===== src/rtl/alu_pkg.sv =====
// ============================================================================
// alu_pkg : op-code and width constants shared by the ALU, decode and control
// Rev 1.0 : initial release
// ============================================================================
`default_nettype none

package alu_pkg;

  localparam int XLEN_DEFAULT = 32;

  localparam logic [3:0] ALU_ADD  = 4'b0000;
  localparam logic [3:0] ALU_SUB  = 4'b0001;
  localparam logic [3:0] ALU_AND  = 4'b0010;
  localparam logic [3:0] ALU_OR   = 4'b0011;
  localparam logic [3:0] ALU_XOR  = 4'b0100;
  localparam logic [3:0] ALU_SLT  = 4'b0101;
  localparam logic [3:0] ALU_SLTU = 4'b0110;
  localparam logic [3:0] ALU_SLL  = 4'b0111;
  localparam logic [3:0] ALU_SRL  = 4'b1000;
  localparam logic [3:0] ALU_SRA  = 4'b1001;
  localparam logic [3:0] ALU_ABJ  = 4'b1010;
  localparam logic [3:0] ALU_NOP  = 4'b1111;

endpackage : alu_pkg

`default_nettype wire


===== src/rtl/alu_shifter.sv =====
// ============================================================================
// alu_shifter : single right barrel shifter; left shifts reuse it by bit-reversal
// Rev 1.0 : initial release
// ============================================================================
`default_nettype none

module alu_shifter #(
  parameter int XLEN = 32,
  localparam int SHW = $clog2(XLEN)
) (
  input  logic [XLEN-1:0] data_i,
  input  logic [SHW-1:0]  shamt_i,
  input  logic            dir_i,     // 1 = left, 0 = right
  input  logic            arith_i,   // sign fill on right shifts
  output logic [XLEN-1:0] result_o
);

  logic [XLEN-1:0]   w_data_rev;
  logic [XLEN-1:0]   w_shr_in;
  logic [XLEN-1:0]   w_shr;
  logic [XLEN-1:0]   w_shr_rev;
  logic              w_fill;
  logic signed [XLEN:0] w_ext;

  generate
    for (genvar i = 0; i < XLEN; i++) begin : g_rev
      assign w_data_rev[i] = data_i[XLEN-1-i];
      assign w_shr_rev[i]  = w_shr[XLEN-1-i];
    end
  endgenerate

  assign w_shr_in = dir_i ? w_data_rev : data_i;
  // Fill bit rides above the MSB so one arithmetic shift covers both fills
  assign w_fill   = arith_i & ~dir_i & data_i[XLEN-1];
  assign w_ext    = {w_fill, w_shr_in};
  assign w_shr    = XLEN'(w_ext >>> shamt_i);

  assign result_o = dir_i ? w_shr_rev : w_shr;

endmodule : alu_shifter

`default_nettype wire


===== src/rtl/rv32_alu.sv =====
// ============================================================================
// rv32_alu : RV32 execute-stage ALU, 11 ops plus zero flag
// Optional output register enabled by defining ALU_OUT_REG_EN
// Rev 1.0 : initial release
// ============================================================================
`default_nettype none

module rv32_alu
  import alu_pkg::*;
#(
  parameter int XLEN = XLEN_DEFAULT
) (
  input  logic            clk,
  input  logic            reset_n,
  input  logic [XLEN-1:0] src_A,
  input  logic [XLEN-1:0] src_B,
  input  logic [3:0]      alu_op,
  output logic [XLEN-1:0] alu_result,
  output logic            zero
);

  localparam int SHW = $clog2(XLEN);

  logic [XLEN-1:0] result_d;
  logic [XLEN-1:0] w_shift;
  logic            w_slt;
  logic            w_sltu;

  assign w_slt  = $signed(src_A) < $signed(src_B);
  assign w_sltu = src_A < src_B;

  alu_shifter #(.XLEN(XLEN)) u_shifter (
    .data_i   (src_A),
    .shamt_i  (src_B[SHW-1:0]),
    .dir_i    (alu_op == ALU_SLL),
    .arith_i  (alu_op == ALU_SRA),
    .result_o (w_shift)
  );

  always_comb begin
    result_d = '0;
    case (alu_op)
      ALU_ADD:                   result_d = src_A + src_B;
      ALU_SUB:                   result_d = src_A - src_B;
      ALU_AND:                   result_d = src_A & src_B;
      ALU_OR:                    result_d = src_A | src_B;
      ALU_XOR:                   result_d = src_A ^ src_B;
      ALU_SLT:                   result_d = {{(XLEN-1){1'b0}}, w_slt};
      ALU_SLTU:                  result_d = {{(XLEN-1){1'b0}}, w_sltu};
      ALU_SLL, ALU_SRL, ALU_SRA: result_d = w_shift;
      ALU_ABJ:                   result_d = src_A & ~src_B;
      default:                   result_d = '0;  // NOP and reserved codes
    endcase
  end

`ifdef ALU_OUT_REG_EN
  logic [XLEN-1:0] result_q;

  always_ff @(posedge clk or negedge reset_n) begin
    if (!reset_n) result_q <= '0;
    else          result_q <= result_d;
  end

  // zero comes from the registered value so it always tracks alu_result
  assign alu_result = result_q;
  assign zero       = ~|result_q;
`else
  logic unused_clk_rst;
  assign unused_clk_rst = clk ^ reset_n;

  assign alu_result = result_d;
  assign zero       = ~|result_d;
`endif

endmodule : rv32_alu

`default_nettype wire


===== config.mk =====
export PLATFORM = sky130hd
export DESIGN_NAME = rv32_alu
export DESIGN_NICKNAME = d
export VERILOG_FILES = /design/src/rtl/alu_pkg.sv /design/src/rtl/alu_shifter.sv /design/src/rtl/rv32_alu.sv
export SDC_FILE = /design/constraint.sdc
export NUM_CORES = 1
export LEC_CHECK = 0
export ABC_AREA = 1
export CORE_AREA = 2 2 182 184
export DETAILED_ROUTE_END_ITERATION = 10
export DIE_AREA = 0 0 184 186
export MAX_ROUTING_LAYER = met4
export PLACE_DENSITY = 0.49
export SYNTH_ARGS = -nofsm -noshare
export SYNTH_HDL_FRONTEND = slang
export SYNTH_SLANG_ARGS = --single-unit

===== constraint.sdc =====
create_clock -name vclk -period 7.7
set_input_delay 1.155 -clock vclk [all_inputs]
set_output_delay 1.155 -clock vclk [all_outputs]
set_load 0.02 [all_outputs]

==> results.ini <==
[outcome]
run_status = finished clean

[timing]
hold_violations = 0
final_max_slew_viol_count = 0
finalSetupTns_ns = 0
slew-limit-headroom_pct = 13.9
max_freq_mhz = 147
setup_viol = 0
rsz_0062_raised_after_global_routing = no
final_period_minus_worst_setup_slack_ns = 6.82
fin_crit_sh_pct = 88.5
timing_worst_slew_pin_value_ns = 1.29
setup_slack_ns = 0.884

[route]
avgRoutedWirePerCell_um = 21.7
drtAntennaViolNets = 0
iteration_count_of_the_initial_detailed_routing_pass = 5
vias = 12400
route.detailed.drc = 0
starting_drt_drc_count = 1312
routed_via_density = 5.64
finalWirelength_um = 47800

[synth]
syn-mean-instance-area_um2 = 5.07
synthCells = 1754
syn_nets = 1925
synth_warn = 0
netlist-cell-type-count = 47
seq_area_frac_synth_pct = 0
netlist_area_um2 = 8890

[clocking]
post_cts_resize_count = 0
hold_fix_buffer_count_after_cts = 0
postCtsSetupBuffers = 0

[power]
p_int_mw = 0.250
seqPwrFrac_pct = 0
p_switching_mw = 0.536
comb_power_share_pct = 100.0
power.ir.vdd_worst_mv = 0.0370
power.switching_fraction_pct = 68.2
clock_power_share_pct = 0
total_leakage_power_nw = 5.01
power_density_nw_per_um2 = 77.1

[critical_path]
crit_chain = clkdlybuf4s50_1 -> inv_1 -> ha_1 -> fa_1 -> inv_1 -> nand2_1 -> a21oi_2 -> inv_1 -> o21ai_2 -> nand2_1 -> nand2_1 -> nand2_1 -> nand2_1 -> nand2_1 -> nand2_1 -> nor2_1 -> nor2_1 -> nand3_1 -> nor2_1 -> nand2_1 -> nor2_1 -> nand3_1 -> nor2_1 -> clkdlybuf4s50_1
critPathCaptureType = primary output
critical_path.slowest_cell = sky130_fd_sc_hd__clkdlybuf4s50_1
worst-endpoint-arrival_ns = 5.66
max_stage_delay_ns = 0.66
timing.critical_path.required_ns = 6.55
critical_path.max_fanout = 5
crit_top_cell = sky130_fd_sc_hd__nand2_1
buffers_and_inverters_on_the_worst_path = 5
crit_path_start = src_A[0]
endpoint = zero
timing.critical_path.max_delay_family = simple AND/OR/NAND/NOR gates
cp-start-kind = input pin
worst-path-stages = 24
criticalPathCategory = input pin to primary output

[final_layout]
n_antenna_cell = 0
commonest_non_fill_non_tap_cells_in_the_layout = 402 x sky130_fd_sc_hd__nand2_1, 391 x sky130_fd_sc_hd__nand3_1, 200 x sky130_fd_sc_hd__inv_1
ff_latch_area_um2 = 0
layout.nets = 1969
clk_buf_instances = 0
design.seq.count = 0
layout_commonest_cell = sky130_fd_sc_hd__nand2_1
drive_gt1_share_pct = 3.29
synthToLayoutAreaGrowth_pct = 14.6

[die]
top_level_ports = 103
die_area_um2 = 34200
die_width_um = 184
die-height_um = 186
row_count = 66
initial_core_util_pct = 27.6
floorplan.core_area_um2 = 32200

[global_route]
first_pass_grt_wire_length_um = 70400
antenna_found_initial = 0
grt_pass1_vias = 11600
global_route.usage.total_pct = 28.1
grt_overflow_total = 0
grt_start_max_net_pins = 42

[place]
place.port_buffers = 101
place_congestion = 0.994
place_hpwl_um = 39000
place_worst_setup_slack_ns = 1.01

[hold_path]
holdCritPathClass = input pin to primary output

[job]
max_cap_viol_count = 0

[routing by layer]
layer	GRT usage [%]	share of wire, %	up-vias
met5	-	0	-
met4	11.9	5.2	0
met3	3.17	8.6	87
met2	43.5	43	659
met1	37.0	44	5715
li1	-	-	5969
[cell type report]
type / count / area, µm²
inverter: 211 / 792
multi-input combinational: 1456 / 7660
timing repair buffer: 129 / 1220
fill: 3748 / 22000
tap: 408 / 510
[how the worst min path moves through the flow]
stage | start | endpoint | slack [ns] | depth (start not counted)
finish | alu_op[3] | alu_result[26] | 3.70 | 8
detailed placement | alu_op[3] | alu_result[26] | 3.66 | 8
CTS | alu_op[3] | alu_result[26] | 3.66 | 8
global placement | alu_op[3] | alu_result[26] | 3.66 | 8
floorplan | src_B[26] | alu_result[26] | 2.69 | 5
global route | alu_op[3] | alu_result[26] | 3.73 | 8
[cell families (layout without fill, tap and decap cells)]
family | Yosys count | count (layout) | share of synthesized area, %
simple gates | 1050 | 1050 | 52.6
compound gates | 300 | 300 | 18.8
buf+inv | 298 | 340 | 13.8
fa+ha+maj | 101 | 101 | 14.4
xor+xnor | 5 | 5 | 0.493
[through the flow]
| step | cells | power (mW) | hold slack, ns | instance area (µm²) | util, % |
|---|---|---|---|---|---|
| after floorplan | 1754 | 0.476 | 2.69 | 8890 | - |
| after global placement | 2204 | 0.764 | 3.66 | 10200 | 31.6 |
| after detailed placement | 2204 | 0.766 | 3.66 | 10200 | 31.6 |
| after CTS | 2204 | 0.769 | 3.66 | 10200 | 31.6 |
| after global routing | 2204 | 0.857 | 3.73 | 10200 | 31.6 |
| final | 2204 | 0.785 | 3.70 | 10200 | 31.6 |
[worst min-delay path, delay by kind of cell]
family | cells | cell delay [ns]
simple gates | 4 | 0.35
buf+inv | 4 | 1.03
[power groups by stage]
stage	Sequential [mW]	Combinational [mW]	Clock (mW)
floorplan	0	0.476	0
global placement	0	0.764	0
detailed placement	0	0.766	0
CTS	0	0.769	0
global route	0	0.857	0
finish	0	0.785	0
[Yosys cell counts (all sizes together) (7+ instances only)]
library cell  number  share of area, %
nand3b             7              0.59
o22ai             28               2.0
buf               57               3.6
a21oi            135               7.6
o211ai            10              0.84
nor2             178               7.8
clkbuf            30               1.3
ha                99                14
nor3              22               1.2
nand3            398                23
o21ai             93               5.4
inv              206               8.7
nand4             25               1.8
o21bai             8              0.68
nand2            410                18
Power figures use the tool's default switching activity.
